`config.mk`:
```
export PLATFORM = sky130hd
export DESIGN_NAME = fetch_prefetch_queue_flat
export DESIGN_NICKNAME = d
export VERILOG_FILES = /design/src/rtl/fetch_prefetch_queue_pkg.sv /design/src/rtl/fetch_prefetch_queue_if.sv /design/src/rtl/fetch_prefetch_queue_slot_ring.sv /design/src/rtl/fetch_prefetch_queue.sv /design/src/flat_wrapper.sv
export SDC_FILE = /design/constraint.sdc
export NUM_CORES = 1
export LEC_CHECK = 0
export ABC_CLOCK_PERIOD_IN_PS = 3700
export BUFFER_PORTS_ARGS = -buffer_cell sky130_fd_sc_hd__buf_4
export CAP_MARGIN = 10
export CORE_MARGIN = 2
export CORE_UTILIZATION = 58
export DETAILED_ROUTE_END_ITERATION = 16
export GPL_TIMING_DRIVEN = 0
export PLACE_DENSITY_LB_ADDON = 0.3
export SYNTH_ARGS = -nofsm -noshare
export SYNTH_HDL_FRONTEND = slang
export SYNTH_SLANG_ARGS = --single-unit
```
`constraint.sdc`:
```
create_clock -name i_clock -period 3.7 [get_ports i_clock]
set_input_delay 0.185 -clock i_clock [delete_from_list [all_inputs] [get_ports i_clock]]
set_output_delay 0.185 -clock i_clock [all_outputs]
set_load 0.005 [all_outputs]
```
`src/rtl/fetch_prefetch_queue_pkg.sv`:
```
// Purpose: shared constants and helpers for the fetch prefetch queue.
// Latency: n/a (no logic).
// Backpressure: n/a.
package fetch_prefetch_queue_pkg;

  localparam int INST_BYTES   = 4;
  localparam int PC_MAX_WIDTH = 64;

  typedef logic [PC_MAX_WIDTH-1:0] pc_max_t;

  // Instructions are word aligned; the low address bits are forced to zero.
  function automatic pc_max_t align_pc(input pc_max_t pc);
    return pc & ~pc_max_t'(INST_BYTES - 1);
  endfunction

endpackage

```
`src/rtl/fetch_prefetch_queue_if.sv`:
```
// Purpose: bundles the memory request/response port, control inputs and the
//          decode-facing valid/ready port of the fetch prefetch queue.
// Latency/backpressure: n/a (wires only); master = fetch unit, slave = environment.
interface fetch_prefetch_queue_if #(
  parameter int ADDR_WIDTH = 32,
  parameter int INST_WIDTH = 32
);
  logic                  mem_req;      // fetch request valid
  logic [ADDR_WIDTH-1:0] mem_addr;     // word-aligned fetch address
  logic                  mem_gnt;      // request accepted this cycle
  logic                  mem_rsp_vld;  // in-order response valid
  logic [INST_WIDTH-1:0] mem_rsp_dat;  // fetched word
  logic                  hazard;       // MEM stage owns the memory port
  logic                  redirect;     // flush and restart at redirect_pc
  logic [ADDR_WIDTH-1:0] redirect_pc;  // new fetch PC
  logic                  dec_vld;      // head entry valid
  logic                  dec_rdy;      // decode consumes head
  logic [INST_WIDTH-1:0] dec_inst;     // head instruction
  logic [ADDR_WIDTH-1:0] dec_pc;       // head PC

  modport master (
    output mem_req, mem_addr, dec_vld, dec_inst, dec_pc,
    input  mem_gnt, mem_rsp_vld, mem_rsp_dat, hazard, redirect, redirect_pc, dec_rdy
  );

  modport slave (
    input  mem_req, mem_addr, dec_vld, dec_inst, dec_pc,
    output mem_gnt, mem_rsp_vld, mem_rsp_dat, hazard, redirect, redirect_pc, dec_rdy
  );
endinterface

```
`src/rtl/fetch_prefetch_queue_slot_ring.sv`:
```
// Purpose: DEPTH-entry slot ring with alloc/fill/head pointers and clear.
// Latency: fill to head_full visible 1 cycle later (registered flags).
// Backpressure: caller must not alloc when full; fill follows alloc order.
// Ports: clear flushes pointers; alloc_en/alloc_pc, fill_en/fill_dat, deq_en
//        drive the three pointers; head_* expose the oldest slot.
module fetch_slot_ring #(
  parameter int ADDR_WIDTH = 32,
  parameter int INST_WIDTH = 32,
  parameter int DEPTH      = 4,
  parameter logic [ADDR_WIDTH-1:0] RESET_PC = '0
) (
  input  logic                          i_clock,
  input  logic                          i_reset,
  input  logic                          clear,
  input  logic                          alloc_en,
  input  logic [ADDR_WIDTH-1:0]         alloc_pc,
  input  logic                          fill_en,
  input  logic [INST_WIDTH-1:0]         fill_dat,
  input  logic                          deq_en,
  output logic                          head_full,
  output logic [ADDR_WIDTH-1:0]         head_pc,
  output logic [INST_WIDTH-1:0]         head_inst,
  output logic [$clog2(DEPTH):0]        in_flight,
  output logic                          full
);
  localparam int IDXW = $clog2(DEPTH);
  localparam int PW   = IDXW + 1;

  typedef struct packed {
    logic [ADDR_WIDTH-1:0] pc;
    logic [INST_WIDTH-1:0] inst;
    logic                  full;
  } fetch_slot_t;

  fetch_slot_t   slots [DEPTH];
  logic [PW-1:0] alloc_ptr, fill_ptr, head_ptr, used;

  // Pointers carry one extra wrap bit so used == DEPTH is distinguishable from 0.
  assign used      = alloc_ptr - head_ptr;
  assign in_flight = alloc_ptr - fill_ptr;
  assign full      = (used == PW'(DEPTH));

  assign head_full = slots[head_ptr[IDXW-1:0]].full;
  assign head_pc   = slots[head_ptr[IDXW-1:0]].pc;
  assign head_inst = slots[head_ptr[IDXW-1:0]].inst;

  always_ff @(posedge i_clock) begin
    if (i_reset) begin
      alloc_ptr <= '0;
      fill_ptr  <= '0;
      head_ptr  <= '0;
      for (int i = 0; i < DEPTH; i++) begin
        slots[i] <= '{pc: RESET_PC, inst: '0, full: 1'b0};
      end
    end else if (clear) begin
      alloc_ptr <= '0;
      fill_ptr  <= '0;
      head_ptr  <= '0;
      for (int i = 0; i < DEPTH; i++) begin
        slots[i].full <= 1'b0;
      end
    end else begin
      if (alloc_en) begin
        slots[alloc_ptr[IDXW-1:0]].pc <= alloc_pc;
        alloc_ptr <= alloc_ptr + PW'(1);
      end
      if (deq_en) begin
        slots[head_ptr[IDXW-1:0]].full <= 1'b0;
        head_ptr <= head_ptr + PW'(1);
      end
      if (fill_en) begin
        slots[fill_ptr[IDXW-1:0]].inst <= fill_dat;
        slots[fill_ptr[IDXW-1:0]].full <= 1'b1;
        fill_ptr <= fill_ptr + PW'(1);
      end
    end
  end
endmodule

```
`src/rtl/fetch_prefetch_queue.sv`:
```
// Purpose: fetch PC owner issuing pipelined imem requests into a DEPTH-slot prefetch queue.
// Latency: response to dec_vld 1 cycle; redirect to next request 1 cycle.
// Backpressure: dec_rdy stalls the head; request drops while the ring is full or hazard/redirect.
// Ports: i_clock, i_reset (sync, active high); bus = memory port, hazard/redirect
//        controls and decode valid/ready port (see fetch_prefetch_queue_if).
module fetch_prefetch_queue
  import fetch_prefetch_queue_pkg::*;
#(
  parameter int ADDR_WIDTH = 32,
  parameter int INST_WIDTH = 32,
  parameter int DEPTH      = 4,
  parameter logic [ADDR_WIDTH-1:0] RESET_PC = '0
) (
  input  logic                   i_clock,
  input  logic                   i_reset,
  fetch_prefetch_queue_if.master bus
);
  localparam int PW = $clog2(DEPTH) + 1;

  logic [ADDR_WIDTH-1:0] fetch_pc, redirect_pc_aligned, head_pc;
  logic [INST_WIDTH-1:0] head_inst;
  logic [PW-1:0]         drop_cnt, in_flight;
  logic                  ring_full, head_full, grant, rsp_drop, fill_en, deq_en;

  assign redirect_pc_aligned = ADDR_WIDTH'(align_pc(pc_max_t'(bus.redirect_pc)));

  // Full is registered ring state, so a same-cycle dequeue cannot re-open the request.
  assign bus.mem_req  = !i_reset && !bus.hazard && !bus.redirect && !ring_full;
  assign bus.mem_addr = fetch_pc;
  assign grant        = bus.mem_req && bus.mem_gnt;

  // Responses owed to squashed requests are consumed before any live slot fills.
  assign rsp_drop = (drop_cnt != '0);
  assign fill_en  = bus.mem_rsp_vld && !bus.redirect && !rsp_drop;
  assign deq_en   = head_full && bus.dec_rdy && !bus.redirect;

  assign bus.dec_vld  = head_full;
  assign bus.dec_inst = head_inst;
  assign bus.dec_pc   = head_pc;

  fetch_slot_ring #(
    .ADDR_WIDTH (ADDR_WIDTH),
    .INST_WIDTH (INST_WIDTH),
    .DEPTH      (DEPTH),
    .RESET_PC   (RESET_PC)
  ) u_ring (
    .i_clock   (i_clock),
    .i_reset   (i_reset),
    .clear     (bus.redirect),
    .alloc_en  (grant),
    .alloc_pc  (fetch_pc),
    .fill_en   (fill_en),
    .fill_dat  (bus.mem_rsp_dat),
    .deq_en    (deq_en),
    .head_full (head_full),
    .head_pc   (head_pc),
    .head_inst (head_inst),
    .in_flight (in_flight),
    .full      (ring_full)
  );

  always_ff @(posedge i_clock) begin
    if (i_reset) begin
      fetch_pc <= RESET_PC;
    end else if (bus.redirect) begin
      fetch_pc <= redirect_pc_aligned;
    end else if (grant) begin
      fetch_pc <= fetch_pc + ADDR_WIDTH'(INST_BYTES);
    end
  end

  // On redirect every outstanding request becomes a drop. A response arriving in
  // that cycle answers the oldest outstanding request, whichever of drop_cnt or
  // in_flight currently accounts for it, so it is always taken off the total.
  always_ff @(posedge i_clock) begin
    if (i_reset) begin
      drop_cnt <= '0;
    end else if (bus.redirect) begin
      drop_cnt <= drop_cnt + in_flight - PW'(bus.mem_rsp_vld);
    end else if (bus.mem_rsp_vld && rsp_drop) begin
      drop_cnt <= drop_cnt - PW'(1);
    end
  end

  // A response with nothing outstanding means the memory broke the protocol.
  always_ff @(posedge i_clock) begin
    if (!i_reset) begin
      assert (!(bus.mem_rsp_vld && drop_cnt == '0 && in_flight == '0));
    end
  end
endmodule

```
`src/flat_wrapper.sv`:
```
// flat-port wrapper written by rule: the top's interface ports become plain ports
module fetch_prefetch_queue_flat import fetch_prefetch_queue_pkg::*;
#(
  parameter int ADDR_WIDTH = 32,
  parameter int INST_WIDTH = 32,
  parameter int DEPTH      = 4,
  parameter logic [ADDR_WIDTH-1:0] RESET_PC = '0
)
  (i_clock, i_reset, bus_mem_req, bus_mem_addr, bus_dec_vld, bus_dec_inst, bus_dec_pc, bus_mem_gnt, bus_mem_rsp_vld, bus_mem_rsp_dat, bus_hazard, bus_redirect, bus_redirect_pc, bus_dec_rdy);
  fetch_prefetch_queue_if #(.ADDR_WIDTH(ADDR_WIDTH), .INST_WIDTH(INST_WIDTH)) bus_i ();
  input  logic i_clock;
  input  logic i_reset;
  output wire logic [$bits(bus_i.mem_req)-1:0] bus_mem_req;
  output wire logic [$bits(bus_i.mem_addr)-1:0] bus_mem_addr;
  output wire logic [$bits(bus_i.dec_vld)-1:0] bus_dec_vld;
  output wire logic [$bits(bus_i.dec_inst)-1:0] bus_dec_inst;
  output wire logic [$bits(bus_i.dec_pc)-1:0] bus_dec_pc;
  input wire logic [$bits(bus_i.mem_gnt)-1:0] bus_mem_gnt;
  input wire logic [$bits(bus_i.mem_rsp_vld)-1:0] bus_mem_rsp_vld;
  input wire logic [$bits(bus_i.mem_rsp_dat)-1:0] bus_mem_rsp_dat;
  input wire logic [$bits(bus_i.hazard)-1:0] bus_hazard;
  input wire logic [$bits(bus_i.redirect)-1:0] bus_redirect;
  input wire logic [$bits(bus_i.redirect_pc)-1:0] bus_redirect_pc;
  input wire logic [$bits(bus_i.dec_rdy)-1:0] bus_dec_rdy;
  assign bus_mem_req = bus_i.mem_req;
  assign bus_mem_addr = bus_i.mem_addr;
  assign bus_dec_vld = bus_i.dec_vld;
  assign bus_dec_inst = bus_i.dec_inst;
  assign bus_dec_pc = bus_i.dec_pc;
  assign bus_i.mem_gnt = bus_mem_gnt;
  assign bus_i.mem_rsp_vld = bus_mem_rsp_vld;
  assign bus_i.mem_rsp_dat = bus_mem_rsp_dat;
  assign bus_i.hazard = bus_hazard;
  assign bus_i.redirect = bus_redirect;
  assign bus_i.redirect_pc = bus_redirect_pc;
  assign bus_i.dec_rdy = bus_dec_rdy;
  fetch_prefetch_queue #(.ADDR_WIDTH(ADDR_WIDTH), .INST_WIDTH(INST_WIDTH), .DEPTH(DEPTH), .RESET_PC(RESET_PC)) u_core (.i_clock(i_clock), .i_reset(i_reset), .bus(bus_i));
endmodule
```
# Yosys cells after proc, flatten, opt, wreduce, memory -nomap -nowiden
# Memories as Yosys holds them, arrays and structs flattened. A register that Yosys moved wholly into a read port is not among the register bits.
# Index checks and enable logic that the tools add are counted.
dict set report op_classes {
  n_addsub 9
  eq_ne 1
  mux 36
  bitwise_logic 4
  reduce_logical 21
}
# op n
set ops {}
lappend ops {{2-to-1 mux 65 bit} 3}
lappend ops {{OR reduction 65 bit} 3}
lappend ops {{2-to-1 mux 32 bit} 2}
lappend ops {{adder 32 x 3 -> 32 bit (second input constant)} 1}
lappend ops {{2-to-1 mux 1 bit} 21}
lappend ops {{2-to-1 mux 2 bit} 6}
lappend ops {{2-to-1 mux 3 bit} 4}
lappend ops {{adder 3 x 1 -> 3 bit (second input constant)} 3}
lappend ops {{logical AND 1 bit} 9}
lappend ops {{subtractor 3 bit} 2}
lappend ops {{logical NOT 1 bit} 5}
lappend ops {{bitwise OR 1 bit} 4}
lappend ops {{nonzero test 2 bit} 2}
lappend ops {{adder 3 bit} 1}
lappend ops {{== test 3 bit (second input constant)} 1}
lappend ops {{nonzero test 3 bit} 1}
lappend ops {{subtractor 3 x 1 -> 3 bit} 1}
lappend ops {{subtractor 3 x 1 -> 3 bit (second input constant)} 1}
lappend ops {{OR reduction 2 bit} 1}
dict set report totals {
  register_bits 44
  ramBits 260
  input_bits 71
  output_inout_bits 98
  word_cells 78
  n_memories 1
}
# name words width rd rd_ports_with_merged_regs wr line
set mem_list {}
lappend mem_list {u_core.u_ring.slots 4 65 1 1 4 fetch_prefetch_queue_slot_ring.sv:35} ;# fetch_slot_t slots [DEPTH];

# Depth between registers and ports, before layout
# Gate-level depths: netlist of run 1.
dict set report logic_depth {
  word_depth 11
  depth_mapped 12
  mapped_depth_nobuf 12
}

# Cells and area by module
# A second synthesis of run 1 with hierarchy kept.
dict set report hier_totals {
  hier_cells 972
  hier_area_um2 14004.7
}
# mod n_inst cells_each area_per_inst_um2 seq_area_each_um2
set by_module_without_submodules {}
lappend by_module_without_submodules {fetch_slot_ring 1 711 11930.2 7987.7}
lappend by_module_without_submodules {fetch_prefetch_queue 1 261 2074.5 660.6}

# Worst setup path after synthesis of run 1
# No wires, ideal clock.
dict set report synth_path {
  path_type {register -> register}
  start {register u_core.u_ring.fill_ptr[0]}
  end {register u_core.drop_cnt[2]}
  setup_ns 0.127
  arrival_ns 2.638
  required_ns 3.573
  slack_ns 0.934
  stages_incl_launch_ff 13
  n_path_buf 0
  synth_period_minus_slack_ns 2.766
  cell_sequence {dfxtp_1 inv_1 fa_1 inv_1 fa_1 inv_1 ha_1 fa_1 xnor2_1 xnor2_1 a22oi_1 xnor2_1 nor2_1}
}
dict set report synth_between {
  elab_chain_cells 4
}
# item line
set synth_lines {}
lappend synth_lines {{start, declared} fetch_prefetch_queue_slot_ring.sv:36} ;# logic [PW-1:0] alloc_ptr, fill_ptr, head_ptr, used;
lappend synth_lines {{start signal, assigned} fetch_prefetch_queue_slot_ring.sv:74} ;# fill_ptr <= fill_ptr + PW'(1);
lappend synth_lines {{subtractor 3 bit} fetch_prefetch_queue_slot_ring.sv:40} ;# assign in_flight = alloc_ptr - fill_ptr;
lappend synth_lines {{adder 3 bit} fetch_prefetch_queue.sv:79} ;# drop_cnt <= drop_cnt + in_flight - PW'(bus.mem_rsp_vld);
lappend synth_lines {{subtractor 3 x 1 -> 3 bit} fetch_prefetch_queue.sv:79}
lappend synth_lines {{2-to-1 mux 3 bit} fetch_prefetch_queue.sv:78} ;# end else if (bus.redirect) begin
lappend synth_lines {{end signal, assigned} fetch_prefetch_queue.sv:79}
lappend synth_lines {{end signal, assigned} fetch_prefetch_queue.sv:81} ;# drop_cnt <= drop_cnt - PW'(1);
lappend synth_lines {{end, declared} fetch_prefetch_queue.sv:22} ;# logic [PW-1:0] drop_cnt, in_flight;
# No other way between the ends.
# A chain may end at the register's enable or synchronous reset.

==> run summary, run 1 <==
Fin nets = 1351
Layout cell share with drive strength beyond 1 = 0.246
Number of max-cap violations = 0
Register bit total from synthesis = 296
Register area share after synthesis = 0.614
Count of boundary I/O pins = 169
Sinks on the clock net = 296
Die height = 158 µm
Int Pwr = 5800 µW
Worst-case vdd ir drop = 403 µV
Sequential share of power = 0.507
Placed Cells incl. Taps = 1489
Wire length of the first global-routing pass = 56300 µm
Top Family by Delay on Critical Path = simple AND/OR/NAND/NOR gates
Clock tree buffer depth = 3
Setup_tns = 0 ns
Final Max Tran Viols = 0
Required time of the worst setup path = 3.86 ns
Register clock-pin slew on the reported worst setup and hold paths = 0.07 ns
Number of buffers added for setup after CTS = 0
Fmax achieved = 299 MHz
Switching component of the power = 1760 µW
Fraction of synthesis flops using an asynchronous set or reset pin = 0
Largest fanout on the critical path = 30
Vias in the first global route = 10100
Number of different library cells in the post-synthesis netlist = 57
Comb power frac = 0.100
Largest net degree at the start of global routing = 33
Cell area after synthesis = 0.0137 mm²
Post-cts gate resize count = 0
Mean area per synthesized cell = 13.7 µm²
Wire length after detailed routing = 37300 µm
First-pass iteration count of the detailed router = 6
Num CTS Buffers = 30
Tightest slew margin relative to the limit = 0.338
Starting Density = 0.587
Mapped Cells = 1001
Worst Max-Slew Pin Slew = 0.993 ns
Final weighted congestion in routability-driven placement = 0.914
Root Buffer = sky130_fd_sc_hd__clkbuf_16
Initial drt markers = 1102
Diodes inserted = 0
Switching Share = 0.233
Die width = 158 µm
Worst min path class = in2reg
Power per cell area = 445 mW/mm²
Outcome = finished clean
Area inside the core boundary = 0.0233 mm²
Gr ovfl total = 0
CP bufs+invs = 2
Main flop type after synthesis = sky130_fd_sc_hd__edfxtp_1
Unrepaired setup endpoints after global routing = false
Endpoint kind of the worst setup timing path = register
Cell accounting for the most synthesized area = sky130_fd_sc_hd__edfxtp_1
Arrival time of the worst setup path = 3.50 ns
Total number of placement rows = 56
Global-route usage over all layers = 0.300
Synth area leaders = sky130_fd_sc_hd__edfxtp_1 54%, sky130_fd_sc_hd__and3_1 11%, sky130_fd_sc_hd__mux4_2 10%
Count of hold buffers inserted by post-cts repair = 55
Clock network power share = 0.393
Final count of negative-setup-slack endpoints = 0
Later-pin clock latency in the skew report = 0.56 ns
Shortest clock period the worst path allows after layout = 3.34 ns
Lkg Pwr = 0.00716 µW
Area fraction of the dominant cell type after synthesis = 0.544
Number of buffer cells added on primary ports = 161
Commonest cells post-synth = 248 x sky130_fd_sc_hd__edfxtp_1, 245 x sky130_fd_sc_hd__and3_1, 69 x sky130_fd_sc_hd__clkbuf_1
Slowest cell on the critical path = sky130_fd_sc_hd__nand2b_2
Worst-case clock skew = 0.0244 ns
Total via count in the routed design = 10100
Number of routed nets with antenna violations = 0
H-tree levels = 1
Portion of the clock cycle consumed by the worst path in the final layout = 0.903
Category of the worst setup path launch point = register
Avg WL per Cell = 23.3 µm
Most common cell in the netlist = sky130_fd_sc_hd__edfxtp_1
Post-route non-filler standard cell count = 1601
Cell chain of the critical path = inv_1, ha_1, nand2_1, or3_1, clkbuf_1, nand4_1, nand2b_2
CTS tree = yes
Worst Setup Path Type = reg2reg
Final-report hold violation count = 0
# DRC = 0
Area of the die = 0.0248 mm²
DR vias/cell = 6.31
Number of warning messages in the yosys log = 0
Growth of design area from synthesis to finish = 24.0%
Slowest cell delay on critical path = 0.96 ns
HPWL Detailed = 24300 µm
Antenna violations before repair = 0
Number of flops mapped to enable cells by yosys = 248
## state kept, by name, summed over array words and instances, names as in the netlist, named ones only
signal / flops
u_core.bus.mem_addr: 30
u_core.drop_cnt: 3
u_core.u_ring.alloc_ptr: 3
u_core.u_ring.fill_ptr: 3
u_core.u_ring.head_ptr: 3
u_core.u_ring.slots: 252
## cells in the final DEF, fill, tap and decap left out, types with 20 or more instances in the layout
| master | count |
|---|---|
| sky130_fd_sc_hd__buf_2 | 21 |
| sky130_fd_sc_hd__edfxtp_1 | 248 |
| sky130_fd_sc_hd__mux4_2 | 63 |
| sky130_fd_sc_hd__nand2_1 | 49 |
| sky130_fd_sc_hd__dlygate4sd3_1 | 56 |
| sky130_fd_sc_hd__a31oi_1 | 25 |
| sky130_fd_sc_hd__and3_1 | 245 |
| sky130_fd_sc_hd__buf_4 | 167 |
| sky130_fd_sc_hd__clkbuf_16 | 30 |
| sky130_fd_sc_hd__dfxtp_1 | 48 |
| sky130_fd_sc_hd__nor2_1 | 25 |
| sky130_fd_sc_hd__clkbuf_1 | 79 |
| sky130_fd_sc_hd__inv_1 | 20 |
## layer usage
layer  part of all wire  vias up  global-route usage
met5                  0        -                   0
met4              0.038        0               0.116
met3              0.098      111              0.0476
met2               0.47      645               0.472
met1               0.39     4972               0.425
li1                   -     4379                   -
## worst reg2reg max path, delay by kind of cell, from the launching register on
| kind | cells | cell delay (ns) |
|---|---|---|
| AND/OR/NAND/NOR | 4 | 1.75 |
| flip-flops | 1 | 0.49 |
| buffers and inverters | 2 | 0.35 |
| adder cells (fa/ha/maj) | 1 | 0.33 |
## stage by stage
step                      total power, µW  hold slack [ns]  utilization  worst slack [ns]  cell area [µm²]
final                                7560           0.0147        0.728             0.359            17000
after floorplan                      4230            0.335            -             0.934            13700
after CTS                            7540         0.000737        0.727             0.392            17000
after global routing                 7740           0.0460        0.728             0.200            17000
after global placement               4560            0.455        0.656            -0.479            15300
after detailed placement             4600            0.459        0.662             0.428            15500
## layout make-up
type / instances / area [µm²]
Sequential cell: 296 / 8410
Fill cell: 1502 / 6350
Multi-Input combinational cell: 589 / 4800
Timing Repair Buffer: 222 / 1900
Clock buffer: 46 / 871
Buffer: 99 / 428
Tap cell: 319 / 399
Clock inverter: 10 / 96.3
Inverter: 20 / 75.1
## power groups by stage
stage / registers [µW] / logic, µW / clock network, µW
2_1_floorplan: 3870 / 356 / 0
3_3_place_gp: 3900 / 661 / 0
3_5_place_dp: 3900 / 695 / 0
4_1_cts: 3830 / 746 / 2960
5_1_grt: 3850 / 810 / 3080
6_report: 3840 / 758 / 2970
## path summary, 6_finish.rpt
| check | start | to | slack [ns] | depth (start not counted) |
|---|---|---|---|---|
| worst max-delay path | u_core.u_ring.alloc_ptr[0] | u_core.u_ring.slots[3][44] | 0.36 | 7 |
| worst max register to register | u_core.u_ring.alloc_ptr[0] | u_core.u_ring.slots[3][44] | 0.36 | 7 |
| worst min-delay path | i_reset | u_core.bus.mem_addr[28] | 0.01 | 3 |
| worst min register to register | u_core.u_ring.slots[0][0] | u_core.u_ring.slots[0][0] | 0.49 | 1 |
## logic make-up (layout without fill, tap and decap cells)
logic type | after synthesis | after routing | synth area share
AO/OA/AOI/OAI | 84 | 84 | 0.0430
flip-flops | 296 | 296 | 0.614
buffers and inverters | 119 | 397 | 0.0367
XOR/XNOR | 13 | 13 | 0.00832
adder cells (fa/ha/maj) | 22 | 22 | 0.0223
multiplexers | 64 | 64 | 0.104
other | 1 | 4 | 0.000274
AND/OR/NAND/NOR | 402 | 402 | 0.171
Note: power is estimated with default switching activity, not from simulation.
==> inputs of run 2 (changes only) <==
--- a/config.mk
+++ b/config.mk
@@ -5,11 +5,11 @@
 export SDC_FILE = /design/constraint.sdc
 export NUM_CORES = 1
 export LEC_CHECK = 0
-export ABC_CLOCK_PERIOD_IN_PS = 3700
+export ABC_CLOCK_PERIOD_IN_PS = 3050
 export BUFFER_PORTS_ARGS = -buffer_cell sky130_fd_sc_hd__buf_4
 export CAP_MARGIN = 10
 export CORE_MARGIN = 2
-export CORE_UTILIZATION = 58
+export CORE_UTILIZATION = 53
 export DETAILED_ROUTE_END_ITERATION = 16
 export GPL_TIMING_DRIVEN = 0
 export PLACE_DENSITY_LB_ADDON = 0.3
==> constraint.sdc (replaced) <==
create_clock -name i_clock -period 3.05 [get_ports i_clock]
set_input_delay 0.4575 -clock i_clock [delete_from_list [all_inputs] [get_ports i_clock]]
set_output_delay 0.4575 -clock i_clock [all_outputs]
set_load 0.005 [all_outputs]
==> run summary, run 2 (synthesis results as in run 1) <==
Post-route non-filler standard cell count = 1566 (-2.2%)
Global-route usage over all layers = 0.270 (-0.0300)
Diodes inserted = 0 (unchanged)
Endpoint kind of the worst setup timing path = primary output
Clock tree buffer depth = 3 (unchanged)
Final count of negative-setup-slack endpoints = 0 (unchanged)
Count of boundary I/O pins = 169 (unchanged)
Arrival time of the worst setup path = 2.43 ns (-1.07 ns)
Fin nets = 1305 (-3.4%)
Worst Setup Slack, final = 0.167 ns (-0.192 ns)
Gr ovfl total = 0 (unchanged)
Die height = 165 µm (+4.5%)
Later-pin clock latency in the skew report = 0.56 ns (about the same)
CP bufs+invs = 2 (unchanged)
Reg with most FFs = u_core.u_ring.slots
Worst Max-Slew Pin Slew = 0.743 ns (-0.250 ns)
Filler Cells Inserted = 1821 (+21%)
Top Family by Delay on Critical Path = flip-flops
Post-Route Hold Slack = 0.177 ns (+0.162 ns)
Growth of design area from synthesis to finish = 21.4%
Worst-case clock skew = 0.00816 ns (-0.0163 ns)
Amount of wire on met3 after detailed routing = 3380 µm (-7.6%)
Number of routed nets with antenna violations = 0 (unchanged)
Avg WL per Cell = 23.3 µm (about the same)
Comb power frac = 0.092 (-0.008)
Area of the die = 0.0271 mm² (+9.2%)
Die width = 165 µm (+4.5%)
Root Buffer = sky130_fd_sc_hd__clkbuf_16
Slowest cell delay on critical path = 0.67 ns (-0.29 ns)
Setup_tns = 0 ns (unchanged)
DR vias/cell = 6.20 (-1.8%)
Reg2Reg Launch Point = u_core.u_ring.alloc_ptr[0]
Final weighted congestion in routability-driven placement = 0.856 (-6.3%)
Total chip power = 9450 µW (+25%)
Number of max-cap violations = 0 (unchanged)
Largest net degree at the start of global routing = 33 (unchanged)
Sinks on the clock net = 296 (unchanged)
Max reg flops = 252 (unchanged)
Worst min path class = in2reg
Largest fanout on the critical path = 10 (-67%)
Lkg Pwr = 0.00702 µW (-1.9%)
Highest routed layer = met4
Portion of the clock cycle consumed by the worst path in the final layout = 0.945
Slowest cell on the critical path = sky130_fd_sc_hd__dfxtp_1
H-tree levels = 1 (unchanged)
HPWL Detailed = 24400 µm (+0.30%)
Area inside the core boundary = 0.0253 mm² (+8.2%)
Int Pwr = 7300 µW (+26%)
Starting Density = 0.542 (-0.0446)
Final-report hold violation count = 0 (unchanged)
Cell chain of the critical path = buf_2, mux4_2, buf_4
Placed Cells incl. Taps = 1499 (+0.67%)
Min-Delay Endpoint = u_core.bus.mem_addr[21]
Unrepaired setup endpoints after global routing = false
Worst-case vdd ir drop = 399 µV (-0.97%)
Clock network power share = 0.416 (+0.023)
Number of buffer cells added on primary ports = 161 (unchanged)
Reg-to-Reg End = u_core.drop_cnt[2]
Final Max Tran Viols = 0 (unchanged)
Required time of the worst setup path = 2.59 ns (-1.27 ns)
Routed length on met2 = 17600 µm (-0.75%)
Worst-case setup slack after placement = -0.366 ns (-0.794 ns)
Launch instance of the worst min-delay path = bus_redirect_pc[21]
Wire length of the first global-routing pass = 55000 µm (-2.2%)
Reg2Reg Setup Slack = 0.18 ns (-0.18 ns)
Power per cell area = 568 mW/mm² (+28%)
Switching component of the power = 2140 µW (+21%)
Category of the worst setup path launch point = register
Vias in the first global route = 9728 (-3.8%)
Most frequent standard cell in the layout excluding fill and tap cells = sky130_fd_sc_hd__edfxtp_1
Tightest slew margin relative to the limit = 0.505 (+0.167)
Switching Share = 0.227 (-0.00638)
Register clock-pin slew on the reported worst setup and hold paths = 0.06 ns (about the same)
Num CTS Buffers = 30 (unchanged)
Initial drt markers = 1212 (+10%)
Total number of placement rows = 58 (+3.6%)
Total via count in the routed design = 9707 (-4.0%)
# DRC = 0 (unchanged)
Routed metal-1 wirelength = 14500 µm (-0.33%)
Outcome = finished clean
Logic depth of the worst setup path including buffers = 3 (-4)
Sequential share of power = 0.492 (-0.015)
Worst Setup Path Type = reg2out
Fmax achieved = 347 MHz
Layout cell share with drive strength beyond 1 = 0.278 (+0.0310)
FF-to-FF path depth = 11 (+4)
First-pass iteration count of the detailed router = 5 (-1)
Shortest clock period the worst path allows after layout = 2.88 ns
Antenna violations before repair = 0 (unchanged)
Top library cells by usage in the layout, fill and taps aside = 248 x sky130_fd_sc_hd__edfxtp_1, 245 x sky130_fd_sc_hd__and3_1, 178 x sky130_fd_sc_hd__buf_4, 64 x sky130_fd_sc_hd__clkbuf_1, 63 x sky130_fd_sc_hd__mux4_2
Wire length after detailed routing = 36500 µm (-2.2%)
CTS tree = yes
Number of cells traversed by the worst hold path = 3 (unchanged)
## run 2: changes by cell type in the layout (fill, tap and decap cells not counted), sizes merged
cell	delta
bufinv	+5
buf	+10
clkinv	+3
a21o	+1
inv	+1
dlygate4sd3	-56
clkinvlp	+3
clkbuf	-13
## run 2: per-layer routing
metal	vias to the layer above	global-route usage
met5	-	0
met4	0	0.100
met3	64	0.0412
met2	506	0.431
met1	4829	0.379
li1	4308	-
## run 2: how the worst max path moves through the flow
| stage | from | end | slack [ns] |
|---|---|---|---|
| 6_report | register | bus_dec_inst[11] | 0.17 |
| 5_1_grt | register | bus_dec_inst[11] | 0.007 |
| 4_1_cts | register | bus_dec_inst[1] | 0.005 |
| 3_5_place_dp | bus_redirect | u_core.u_ring.slots[2][38] | -0.37 |
| 3_3_place_gp | bus_redirect | u_core.u_ring.slots[3][26] | -1.47 |
| 2_1_floorplan | bus_redirect | u_core.u_ring.slots[3][10] | 0.08 |
## run 2: per-stage QoR
step / area (µm²) / util
after floorplan: 13700 / -
after global placement: 15300 / 0.607
after detailed placement: 15400 / 0.611
after CTS: 16500 / 0.654
after global routing: 16600 / 0.658
final: 16600 / 0.658
## run 2: final cells by class
cell class,instances,area (µm²),area share
buffer,98,433,0.0260
clock buffer,34,786,0.0473
clock inverter,22,279,0.0168
inverter,20,75.1,0.00452
multi-input combinational,590,4860,0.292
sequential,296,8410,0.506
tap,330,413,0.0248
timing repair buffer,176,1370,0.0826
## run 2: worst register-to-register path, delay by kind of cell (launching register included)
| kind | cells | cell delay (ns) |
|---|---|---|
| xor+xnor | 3 | 0.42 |
| simple gates | 1 | 0.05 |
| flops | 1 | 0.38 |
| fa+ha+maj | 4 | 1.59 |
| buf+inv | 2 | 0.09 |
| compound gates | 1 | 0.21 |
## run 2: power groups by stage
stage | combinational (µW) | sequential (µW) | clock, µW
final | 866 | 4650 | 3930
after global placement | 808 | 4730 | 0
after CTS | 844 | 4650 | 3950
after floorplan | 432 | 4700 | 0
after global routing | 932 | 4670 | 4110
after detailed placement | 838 | 4740 | 0
## run 2: what timing repair did
action	in CTS	in global routing
hold buffers	0	0
setup endpoints to repair	127	229
resized for setup	9	17
pin swaps	0	2
cloned	0	1
setup buffers	0	11
==> inputs of run 3 (changes only) <==
--- a/config.mk
+++ b/config.mk
@@ -5,11 +5,11 @@
 export SDC_FILE = /design/constraint.sdc
 export NUM_CORES = 1
 export LEC_CHECK = 0
-export ABC_CLOCK_PERIOD_IN_PS = 3050
+export ABC_CLOCK_PERIOD_IN_PS = 3500
 export BUFFER_PORTS_ARGS = -buffer_cell sky130_fd_sc_hd__buf_4
 export CAP_MARGIN = 10
 export CORE_MARGIN = 2
-export CORE_UTILIZATION = 53
+export CORE_UTILIZATION = 60
 export DETAILED_ROUTE_END_ITERATION = 16
 export GPL_TIMING_DRIVEN = 0
 export PLACE_DENSITY_LB_ADDON = 0.3
==> constraint.sdc (replaced) <==
create_clock -name i_clock -period 3.5 [get_ports i_clock]
set_input_delay 0.525 -clock i_clock [delete_from_list [all_inputs] [get_ports i_clock]]
set_output_delay 0.525 -clock i_clock [all_outputs]
set_load 0.005 [all_outputs]
==> run summary, run 3 (synthesis results as in run 1) <==
Outcome = finished clean
Final-report hold violation count = 0 (unchanged)
Vias in the first global route = 9914 (+1.9%)
Antenna violations before repair = 0 (unchanged)
Final weighted congestion in routability-driven placement = 0.938 (+9.5%)
Comb power frac = 0.095 (+0.003)
Die width = 155 µm (-5.9%)
Largest net degree at the start of global routing = 33 (unchanged)
Clock tree buffer depth = 3 (unchanged)
Int Pwr = 6020 µW (-18%)
Diodes inserted = 0 (unchanged)
Count of hold buffers inserted by post-cts repair = 0 (unchanged)
Layout cell share with drive strength beyond 1 = 0.254 (-0.0238)
Most frequent standard cell in the layout excluding fill and tap cells = sky130_fd_sc_hd__edfxtp_1
Worst min path class = in2reg
H-tree levels = 1 (unchanged)
Global-route usage over all layers = 0.302 (+0.0318)
Area of the die = 0.0240 mm² (-11%)
Number of max-cap violations = 0 (unchanged)
Starting Density = 0.608 (+0.0663)
Sequential share of power = 0.518 (+0.026)
Portion of the clock cycle consumed by the worst path in the final layout = 0.937
Growth of design area from synthesis to finish = 18.9%
Wire length after detailed routing = 36700 µm (+0.45%)
Tightest slew margin relative to the limit = 0.361 (-0.144)
Final standard cell area without fillers = 0.0163 mm² (-2.1%)
First-pass iteration count of the detailed router = 5 (unchanged)
Num CTS Buffers = 29 (-3.3%)
Number of routed nets with antenna violations = 0 (unchanged)
Slowest cell delay on critical path = 0.60 ns (-0.07 ns)
Fin nets = 1292 (-1.0%)
CTS tree = yes
Endpoint kind of the worst setup timing path = primary output
Initial drt markers = 1225 (+1.1%)
Wire length of the first global-routing pass = 55200 µm (+0.24%)
Number of buffer cells added on primary ports = 161 (unchanged)
DR vias/cell = 6.55 (+5.6%)
Max reg flops = 252 (unchanged)
Final Max Tran Viols = 0 (unchanged)
Largest fanout on the critical path = 10 (unchanged)
Top Family by Delay on Critical Path = buffers and inverters
HPWL Detailed = 24000 µm (-1.6%)
Root Buffer = sky130_fd_sc_hd__clkbuf_16
Total number of placement rows = 55 (-5.2%)
Reg with most FFs = u_core.u_ring.slots
Count of boundary I/O pins = 169 (unchanged)
Number of buffers added for setup after CTS = 0 (unchanged)
Worst-case clock skew = 0.0104 ns (+0.00228 ns)
Register clock-pin slew on the reported worst setup and hold paths = 0.06 ns (about the same)
Unrepaired setup endpoints after global routing = false
# DRC = 0 (unchanged)
Total via count in the routed design = 9869 (+1.7%)
Top library cells by usage in the layout, fill and taps aside = 248 x sky130_fd_sc_hd__edfxtp_1, 245 x sky130_fd_sc_hd__and3_1, 167 x sky130_fd_sc_hd__buf_4, 80 x sky130_fd_sc_hd__clkbuf_1, 63 x sky130_fd_sc_hd__mux4_2
Worst Max-Slew Pin Slew = 0.959 ns (+0.216 ns)
Switching component of the power = 1820 µW (-15%)
Switching Share = 0.233 (+0.00575)
Category of the worst setup path launch point = register
Slowest cell on the critical path = sky130_fd_sc_hd__mux4_2
Total cell area at the placement stage = 0.0154 mm² (-0.41%)
Worst Setup Slack, final = 0.221 ns (+0.0540 ns)
Power per cell area = 481 mW/mm² (-15%)
Setup_tns = 0 ns (unchanged)
Shortest clock period the worst path allows after layout = 3.28 ns
Required time of the worst setup path = 2.97 ns (+0.38 ns)
Worst-case setup slack after placement = 0.167 ns (+0.534 ns)
Avg WL per Cell = 24.4 µm (+4.4%)
Cell chain of the critical path = clkbuf_1, clkdlybuf4s15_2, mux4_2, buf_4
Area inside the core boundary = 0.0225 mm² (-11%)
Final count of negative-setup-slack endpoints = 0 (unchanged)
Lkg Pwr = 0.00687 µW (-2.2%)
Worst-case vdd ir drop = 401 µV (+0.48%)
Clock network power share = 0.388 (-0.028)
Fmax achieved = 305 MHz
Worst Setup Path Type = reg2out
Die height = 155 µm (-5.9%)
Arrival time of the worst setup path = 2.75 ns (+0.32 ns)
Gr ovfl total = 0 (unchanged)
CP bufs+invs = 3 (+1)
Sinks on the clock net = 296 (unchanged)
Later-pin clock latency in the skew report = 0.56 ns (about the same)
-- run 3: changes by cell type in the layout (fill, tap and decap cells not counted), sizes merged --
cell | previous run | this run
a21o | 4 | 3
buf | 206 | 193
bufinv | 6 | 1
clkbuf | 102 | 113
clkdlybuf4s15 | 0 | 1
clkinv | 12 | 8
clkinvlp | 3 | 0
-- run 3: path summary, 6_finish.rpt --
path              slack, ns                    endpoint  depth (start not counted)                  startpoint
setup reg to reg       0.24  u_core.u_ring.slots[3][47]                          7  u_core.u_ring.alloc_ptr[0]
hold reg to reg        0.50   u_core.u_ring.slots[0][0]                          1   u_core.u_ring.slots[0][0]
setup / recovery       0.22            bus_dec_inst[11]                          4                    register
hold / removal         0.23     u_core.bus.mem_addr[23]                          3         bus_redirect_pc[23]
-- run 3: repair_timing --
item,CTS,global route
resized for setup,2,1
endpoints found under the setup margin,8,6
hold endpoints to repair,0,0
-- run 3: power groups by stage --
stage	registers (µW)	logic (µW)	clock network, µW
after floorplan	4090	376	0
after global placement	4120	697	0
after detailed placement	4130	726	0
after CTS	4050	733	3030
after global routing	4070	791	3160
final	4060	743	3040
-- run 3: per-layer routing --
metal / GRT usage / vias up / part of all wire
met1: 0.424 / 4859 / 0.38
met3: 0.0460 / 89 / 0.098
li1: - / 4249 / -
met4: 0.116 / 0 / 0.031
met5: 0 / - / 0
met2: 0.483 / 672 / 0.49
-- run 3: layout make-up --
| cell class | instances | area [µm²] |
|---|---|---|
| plain buffers | 99 | 435 |
| fillers | 1431 | 6220 |
| clock buffers | 44 | 833 |
| flip-flops and latches | 296 | 8410 |
| inverters | 20 | 75.1 |
| well taps | 285 | 357 |
| multi-input cells | 589 | 4810 |
| clock inverters | 10 | 83.8 |
| repair buffers | 164 | 1280 |
-- run 3: stage by stage --
stage	util	instances	total power (µW)	hold WS, ns
floorplan	-	1004	4470	0.454
global placement	0.678	1450	4820	0.463
detailed placement	0.682	1453	4850	0.479
CTS	0.723	1507	7820	0.231
global route	0.724	1507	8020	0.257
finish	0.724	1507	7840	0.231
-- run 3: worst min-delay path, delay by kind of cell --
kind | cells | cell delay [ns]
compound gates | 1 | 0.11
buf+inv | 1 | 0.08
simple gates | 1 | 0.04
